--- src/rtl/dtw_frame_streamer.sv ---
// dtw_frame_streamer
//
// Sits between the feature extractor and the DTW scorer. It collects one
// utterance of FRAMES x 12 feature bytes. On an accepted go pulse it sends
// the scorer a one-cycle start pulse. It then replays the buffer in the
// scorer's fixed 13-cycle frame cadence: 12 data bytes followed by a one-cycle
// zero gap. In compare passes it then captures the 26-bit score.
//
// Ports
//   clock, reset_n       system clock, asynchronous active-low reset
//   feat_in/feat_valid   feature byte write port (accepted only in IDLE)
//   buf_clear            empties the buffer (IDLE only, wins over feat_valid)
//   go                   starts one pass (IDLE with a full buffer only)
//   train_mode           sampled with go: 1 = train pass, 0 = compare pass
//   template_id          sampled with go, tags the captured result
//   dtw_in               byte stream to the scorer (zero outside STREAM)
//   dtw_train_en         train enable to the scorer, held for the whole pass
//   dtw_start            one-cycle start pulse to the scorer
//   dtw_done/dtw_score   scorer completion level and result
//   buf_full             buffer holds FRAMES*12 bytes
//   busy                 a pass is in progress
//   result/result_id     last captured compare score and its template id
//   result_valid         one-cycle pulse at the end of every pass
//   err_timeout          sticky: scorer did not finish a compare pass in time
//
// Optional feature: define DTW_BEST_TRACK_EN to add best_score/best_id. These
// outputs track the lowest compare score seen since reset or buf_clear.

module dtw_frame_streamer #(
    parameter int FRAMES  = 50,
    parameter int TIMEOUT = 1023
) (
    input  logic        clock,
    input  logic        reset_n,
    input  logic [7:0]  feat_in,
    input  logic        feat_valid,
    input  logic        buf_clear,
    input  logic        go,
    input  logic        train_mode,
    input  logic [3:0]  template_id,
    output logic [7:0]  dtw_in,
    output logic        dtw_train_en,
    output logic        dtw_start,
    input  logic        dtw_done,
    input  logic [25:0] dtw_score,
    output logic        buf_full,
    output logic        busy,
    output logic [25:0] result,
    output logic [3:0]  result_id,
    output logic        result_valid,
    output logic        err_timeout
`ifdef DTW_BEST_TRACK_EN
    ,
    output logic [25:0] best_score,
    output logic [3:0]  best_id
`endif
);

    localparam int DEPTH = FRAMES * 12;
    localparam int PW    = $clog2(DEPTH + 1);
    localparam int FW    = (FRAMES > 1) ? $clog2(FRAMES) : 1;
    localparam int TW    = $clog2(TIMEOUT + 1);

    localparam logic [PW-1:0] DEPTH_LAST   = PW'(DEPTH - 1);
    localparam logic [FW-1:0] FRAME_LAST   = FW'(FRAMES - 1);
    localparam logic [TW-1:0] TIMEOUT_LAST = TW'(TIMEOUT - 1);
    localparam logic [3:0]    GAP_SLOT     = 4'd12;

    typedef enum logic [2:0] {
        IDLE,
        START,
        STREAM,
        WAIT_DONE,
        RESULT
    } state_t;

    state_t state_q, state_d;

    // The utterance buffer is plain storage. It is not reset, so it can map
    // onto RAM.
    logic [7:0] mem [DEPTH];
    logic       memWe;

    logic [PW-1:0] wr_ptr_q, wr_ptr_d;
    logic          full_q, full_d;
    logic [PW-1:0] rd_ptr_q, rd_ptr_d;
    logic [FW-1:0] frame_q, frame_d;
    logic [3:0]    slot_q, slot_d;
    logic [TW-1:0] tcnt_q, tcnt_d;
    logic          done_q;
    logic          train_q, train_d;
    logic [3:0]    id_q, id_d;
    logic          train_en_q, train_en_d;
    logic          err_q, err_d;
    logic [25:0]   result_q, result_d;
    logic [3:0]    result_id_q, result_id_d;
`ifdef DTW_BEST_TRACK_EN
    logic [25:0]   best_q, best_d;
    logic [3:0]    best_id_q, best_id_d;
`endif

    // Only a fresh rising edge of dtw_done counts. A level that is still
    // high from the previous pass is ignored.
    logic doneRise;
    assign doneRise = dtw_done && !done_q;

    // State register.
    always_ff @(posedge clock or negedge reset_n) begin
        if (!reset_n) begin
            state_q <= IDLE;
        end else begin
            state_q <= state_d;
        end
    end

    // Datapath registers. Every one of them returns to zero on reset, except
    // best_q, which starts at the largest possible score.
    always_ff @(posedge clock or negedge reset_n) begin
        if (!reset_n) begin
            wr_ptr_q    <= '0;
            full_q      <= 1'b0;
            rd_ptr_q    <= '0;
            frame_q     <= '0;
            slot_q      <= '0;
            tcnt_q      <= '0;
            done_q      <= 1'b0;
            train_q     <= 1'b0;
            id_q        <= '0;
            train_en_q  <= 1'b0;
            err_q       <= 1'b0;
            result_q    <= '0;
            result_id_q <= '0;
`ifdef DTW_BEST_TRACK_EN
            best_q      <= 26'h3FFFFFF;
            best_id_q   <= '0;
`endif
        end else begin
            wr_ptr_q    <= wr_ptr_d;
            full_q      <= full_d;
            rd_ptr_q    <= rd_ptr_d;
            frame_q     <= frame_d;
            slot_q      <= slot_d;
            tcnt_q      <= tcnt_d;
            done_q      <= dtw_done;
            train_q     <= train_d;
            id_q        <= id_d;
            train_en_q  <= train_en_d;
            err_q       <= err_d;
            result_q    <= result_d;
            result_id_q <= result_id_d;
`ifdef DTW_BEST_TRACK_EN
            best_q      <= best_d;
            best_id_q   <= best_id_d;
`endif
        end
    end

    // Buffer write port. memWe is raised only while the pointer is in
    // range, that is, when the buffer is not full.
    always_ff @(posedge clock) begin
        if (memWe) begin
            mem[wr_ptr_q] <= feat_in;
        end
    end

    // Next-state and datapath logic.
    //
    // The read pointer advances only on data slots. At each gap it
    // therefore already points at the first byte of the next frame.
    // Writes and buffer clears happen only in IDLE, so the buffer cannot
    // change during a replay.
    always_comb begin
        state_d     = state_q;
        wr_ptr_d    = wr_ptr_q;
        full_d      = full_q;
        rd_ptr_d    = rd_ptr_q;
        frame_d     = frame_q;
        slot_d      = slot_q;
        tcnt_d      = tcnt_q;
        train_d     = train_q;
        id_d        = id_q;
        train_en_d  = train_en_q;
        err_d       = err_q;
        result_d    = result_q;
        result_id_d = result_id_q;
        memWe       = 1'b0;
`ifdef DTW_BEST_TRACK_EN
        best_d      = best_q;
        best_id_d   = best_id_q;
`endif

        case (state_q)
            IDLE: begin
                if (buf_clear) begin
                    wr_ptr_d = '0;
                    full_d   = 1'b0;
`ifdef DTW_BEST_TRACK_EN
                    best_d    = 26'h3FFFFFF;
                    best_id_d = '0;
`endif
                end else if (feat_valid && !full_q) begin
                    memWe    = 1'b1;
                    wr_ptr_d = wr_ptr_q + 1'b1;
                    if (wr_ptr_q == DEPTH_LAST) begin
                        full_d = 1'b1;
                    end
                end
                if (go && full_q) begin
                    state_d    = START;
                    train_d    = train_mode;
                    id_d       = template_id;
                    train_en_d = train_mode;
                    err_d      = 1'b0;
                end
            end

            START: begin
                state_d  = STREAM;
                rd_ptr_d = '0;
                frame_d  = '0;
                slot_d   = '0;
            end

            STREAM: begin
                if (slot_q == GAP_SLOT) begin
                    slot_d = '0;
                    if (frame_q == FRAME_LAST) begin
                        state_d = WAIT_DONE;
                        tcnt_d  = '0;
                    end else begin
                        frame_d = frame_q + 1'b1;
                    end
                end else begin
                    slot_d   = slot_q + 4'd1;
                    rd_ptr_d = rd_ptr_q + 1'b1;
                end
            end

            WAIT_DONE: begin
                tcnt_d = tcnt_q + 1'b1;
                if (train_q) begin
                    state_d = RESULT;
                end else if (doneRise) begin
                    state_d     = RESULT;
                    result_d    = dtw_score;
                    result_id_d = id_q;
`ifdef DTW_BEST_TRACK_EN
                    // The comparison is strict, so a tie keeps the older entry.
                    if (dtw_score < best_q) begin
                        best_d    = dtw_score;
                        best_id_d = id_q;
                    end
`endif
                end else if (tcnt_q == TIMEOUT_LAST) begin
                    state_d = RESULT;
                    err_d   = 1'b1;
                end
            end

            RESULT: begin
                state_d    = IDLE;
                train_en_d = 1'b0;
            end

            default: begin
                state_d = IDLE;
            end
        endcase
    end

    // Outputs. The strobes are decoded straight from the state register, so
    // an asynchronous reset clears them at once.
    assign dtw_in       = (state_q == STREAM && slot_q != GAP_SLOT) ? mem[rd_ptr_q] : 8'h00;
    assign dtw_start    = (state_q == START);
    assign dtw_train_en = train_en_q;
    assign busy         = (state_q != IDLE);
    assign result_valid = (state_q == RESULT);
    assign buf_full     = full_q;
    assign result       = result_q;
    assign result_id    = result_id_q;
    assign err_timeout  = err_q;
`ifdef DTW_BEST_TRACK_EN
    assign best_score   = best_q;
    assign best_id      = best_id_q;
`endif

endmodule
--- config.mk ---
export PLATFORM = sky130hd
export DESIGN_NAME = dtw_frame_streamer
export DESIGN_NICKNAME = d
export VERILOG_FILES = /design/src/rtl/dtw_frame_streamer.sv
export SDC_FILE = /design/constraint.sdc
export NUM_CORES = 2
export LEC_CHECK = 0
export CORE_ASPECT_RATIO = 1.25
export CORE_UTILIZATION = 37
export DETAILED_ROUTE_END_ITERATION = 16
export DONT_BUFFER_PORTS = 1
export PLACE_DENSITY = 0.62
export SETUP_SLACK_MARGIN = 0.3
export SLEW_MARGIN = 20
export SYNTH_ARGS = -nofsm -noshare
export SYNTH_HDL_FRONTEND = slang
export SYNTH_MEMORY_MAX_BITS = 65536
export SYNTH_SLANG_ARGS = --single-unit
--- constraint.sdc ---
create_clock -name clock -period 4 [get_ports clock]
set_input_delay 0.4 -clock clock [delete_from_list [all_inputs] [get_ports clock]]
set_output_delay 0.4 -clock clock [all_outputs]
set_load 0.01 [all_outputs]
==> impl_metrics.toml <==
[setup_path]
end_kind = "output pin"
timing_worst_setup_path_type = "reg2out"
start_kind = "register"
cp.required_ns = 3.60
max_stage_delay_ns = 0.51
critical_path_arrival_ns = 4.92
crit_top_cell = "buf_4"
cp_top_family = "buffers and inverters"
critPathSlowestCell = "dfrtp_4"
worstPathBufferInverterCount = 8
critPathMaxFanout = 14
path_cells = "buf_4 > buf_4 > and2_2 > buf_4 > buf_4 > a221oi_1 > o21ai_0 > a21oi_1 > buf_4 > nor3_2 > buf_4 > nor2_1 > nor3_4 > o32ai_4 > buf_4 > buf_6"

[synthesis]
synth.avg_cell_area_um2 = 21.6
yosys_warnings = 0
yosys_most_used_dff = "edfxtp_1"
ys_seq_elements = 4882
yosysSeqAreaShare_pct = 77.3
synth_cell_types = 68
netlist_instances = 8772
synth_fp_nets = 8828
synth_area_leaders = "edfxtp_1, mux4_2, mux2i_1, nor2_1, dfrtp_1"
synth.cell_area_um2 = 189000
synthArstFlopShare_pct = 1.68
synth_top_cell_by_area = "edfxtp_1"
yosys.area.top_type_share_pct = 76.2
synth_edf_count = 4800

[floorplan]
pin_count = 89
core_area_um2 = 509000
rows = 293
die_x_um = 642
die-area_um2 = 514000
start_util_pct = 37.2
die_h_um = 802

[finish]
drive_gt1_share_pct = 34.7
instances_no_fill = 17493
design_area_um2 = 226000
fin_nets = 10381
area_growth_syn_to_layout_pct = 19.7

[timing]
slew_headroom_pct = 0.0684
setup_viol = 8
worst_pin_slew_ns = 1.50
finalSetupTns_ns = -9.74
finalCritPeriodShare_pct = 133
fin_crit_ns = 5.32
final_hold_viol_count = 19
hold_ws_ns = -0.0685
clock_skew_ns = 0.101
max_freq_mhz = 188
timing.final.max_slew_violations = 0
setup_ws_ns = -1.32
rsz0062_at_grt = "yes"

[detailed_routing]
vias = 99502
first_iter_violations = 12924
dr.pass1.iters = 8
drc = 0
post_drt_wl_per_cell_um = 32.6
routed_wirelength_um = 570000
avgViaCountPerCell = 5.69
ant_nets = 0

[cts]
clockRootBuffer = "clkbuf_16"
cts.sinks = 4882
path_clk_slew_ns = 0.07
cts_buffers = 440
cts_buffer_depth = 4
clkLatencyLatePin_ns = 1.02
cts_tree = "done"
h-tree-depth = 5

[global_route]
grt_pass1_wl_um = 789000
grt_overflow = 0
grt_usage_pct = 21.7
grt_pass1_vias = 101244
grt_max_degree = 601
antenna_found_initial = 29

[place]
io_buffers = 0
dpl-instance-area_um2 = 208000
dpl.hpwl_um = 354000
dp_cells = 16513
gp_congestion = 0.917

[power]
p_leak_nw = 72.1
irDropWorstVdd_mv = 0.396
pwr_density_cell_nw_per_um2 = 592

[flow_run]
max_cap_viol_count = 0

[outcome]
failed_checks = "hold timing, setup timing"
status = "finished with violations"

[worst_hold_path]
hp-class = "in2reg"
==> Yosys cell counts (all sizes together), types with 5 or more instances <==
cell	n
edfxtp	4800
mux4	1220
nor2	694
buf	281
mux2i	273
clkbuf	255
nand2	222
a22oi	160
a21oi	128
o21ai	87
dfrtp	82
a221oi	59
nand3	59
mux2	45
o221ai	44
nor3	36
a211oi	30
o22ai	30
a31oi	27
a22o	17
nand2b	15
nand4	13
nor2b	13
a2111oi	12
inv	12
and2	11
ha	11
o211ai	11
xor2	11
nand3b	9
nor3b	9
nor4	9
xnor2	9
a311oi	7
and3	7
o31ai	6
or3	6
o311ai	5
==> layer usage <==
metal / vias to the layer above / wire (um) / global-route usage (%) / part of all wire [%]
li1: 39805 / - / - / -
met5: - / 27 / 0 / 0.0047
met1: 52934 / 200000 / 26.6 / 35
met2: 5519 / 276000 / 35.5 / 48
met3: 1240 / 51600 / 3.96 / 9.1
met4: 4 / 42200 / 13.7 / 7.4
==> power breakdown <==
group          leakage [nW]  switching [W]  internal (W)
Clock                  7.05         0.0191        0.0242
Combinational          20.8         0.0178        0.0164
Sequential             44.2       0.000245        0.0564
==> logic make-up (layout without fill, tap and decap cells) <==
family / count (synthesis) / after routing / share of synthesized area, %
flops: 4882 / 4882 / 77.3
fa+ha+maj: 11 / 11 / 0.0727
buf+inv: 551 / 2469 / 1.51
simple gates: 1115 / 1115 / 2.44
xor+xnor: 20 / 20 / 0.0926
other cells: 0 / 18 / 0
mux: 1538 / 1538 / 16.2
compound gates: 655 / 655 / 2.40
==> worst reg2reg max path: stages (launching register included) <==
cell and delay [ns]:
dfrtp_1 0.47, nor3_1 0.23, buf_4 0.22, nand3b_1 0.17, nor2_1 0.29, and2_1 0.47
nand2_2 0.36, buf_12 0.30, buf_12 0.20, nor2_1 0.11, buf_4 0.23
==> path summary, 6_finish.rpt <==
path	slack, ns	cells past startpoint	end	start
setup / recovery	-1.32	16	dtw_in[0]	rd_ptr_q[1]$_DFFE_PN0P_
setup reg to reg	0.58	10	mem[14][3]$_DFFE_PP_	state_q[1]$_DFFE_PN0P_
hold reg to reg	0.51	1	result_id[0]$_DFFE_PN0P_	id_q[0]$_DFFE_PN0P_
hold / removal	-0.07	1	mem[568][5]$_DFFE_PP_	feat_in[5]
min in group asynchronous	0.09	3	result_id[3]$_DFFE_PN0P_	reset_n
max in group asynchronous	3.47	3	rd_ptr_q[0]$_DFFE_PN0P_	reset_n
==> layout make-up <==
cell class	instances	area (um2)
Antenna cell	18	45.0
Clock buffer	507	11400
Clock inverter	300	3150
Fill cell	42458	283000
Inverter	15	66.3
Multi-Input combinational cell	3339	41200
Sequential cell	4882	146000
Tap cell	6785	8490
Timing Repair Buffer	1647	15800
==> sequential cells by signal, summed over array words and instances (netlist names), 3 cells and up <==
name / count
mem: 4800
result: 26
rd_ptr_q: 10
tcnt_q: 10
wr_ptr_q: 10
frame_q: 6
id_q: 4
result_id: 4
slot_q: 4
state_q: 3
==> timing repair <==
action / 4_1_cts / 5_1_grt
endpoints found under the hold margin: 2743 / 436
gates resized for setup: 182 / 87
buffers inserted: 31 / 28
setup endpoints to repair: 8 / 8
pin swaps: 14 / 22
hold buffers: 51 / 11
cloned: 5 / 7
==> stage by stage <==
| step | total power (W) | utilization [%] | setup slack (ns) |
|---|---|---|---|
| CTS | 0.133 | 44.1 | -1.31 |
| finish | 0.134 | 44.5 | -1.32 |
| global placement | 0.0885 | 40.9 | -1.74 |
| global route | 0.137 | 44.5 | -1.32 |
| floorplan | 0.0765 | - | 0.837 |
| detailed placement | 0.0888 | 40.9 | -1.55 |
==> cells in the final DEF (no fill, tap or decap), types with 49 or more instances in the layout <==
cell type	n
mux4_2	1220
clkinv_2	82
a21oi_1	117
buf_12	154
o21ai_0	72
edfxtp_1	4800
nand2_1	183
clkinv_1	89
dfrtp_1	75
clkbuf_1	58
buf_16	49
nor2_1	682
dlygate4sd3_1	50
mux2i_1	270
buf_4	1341
bufinv_16	56
nand3_1	57
a22oi_1	143
clkbuf_16	454
Note: power is estimated with default switching activity, not from simulation.
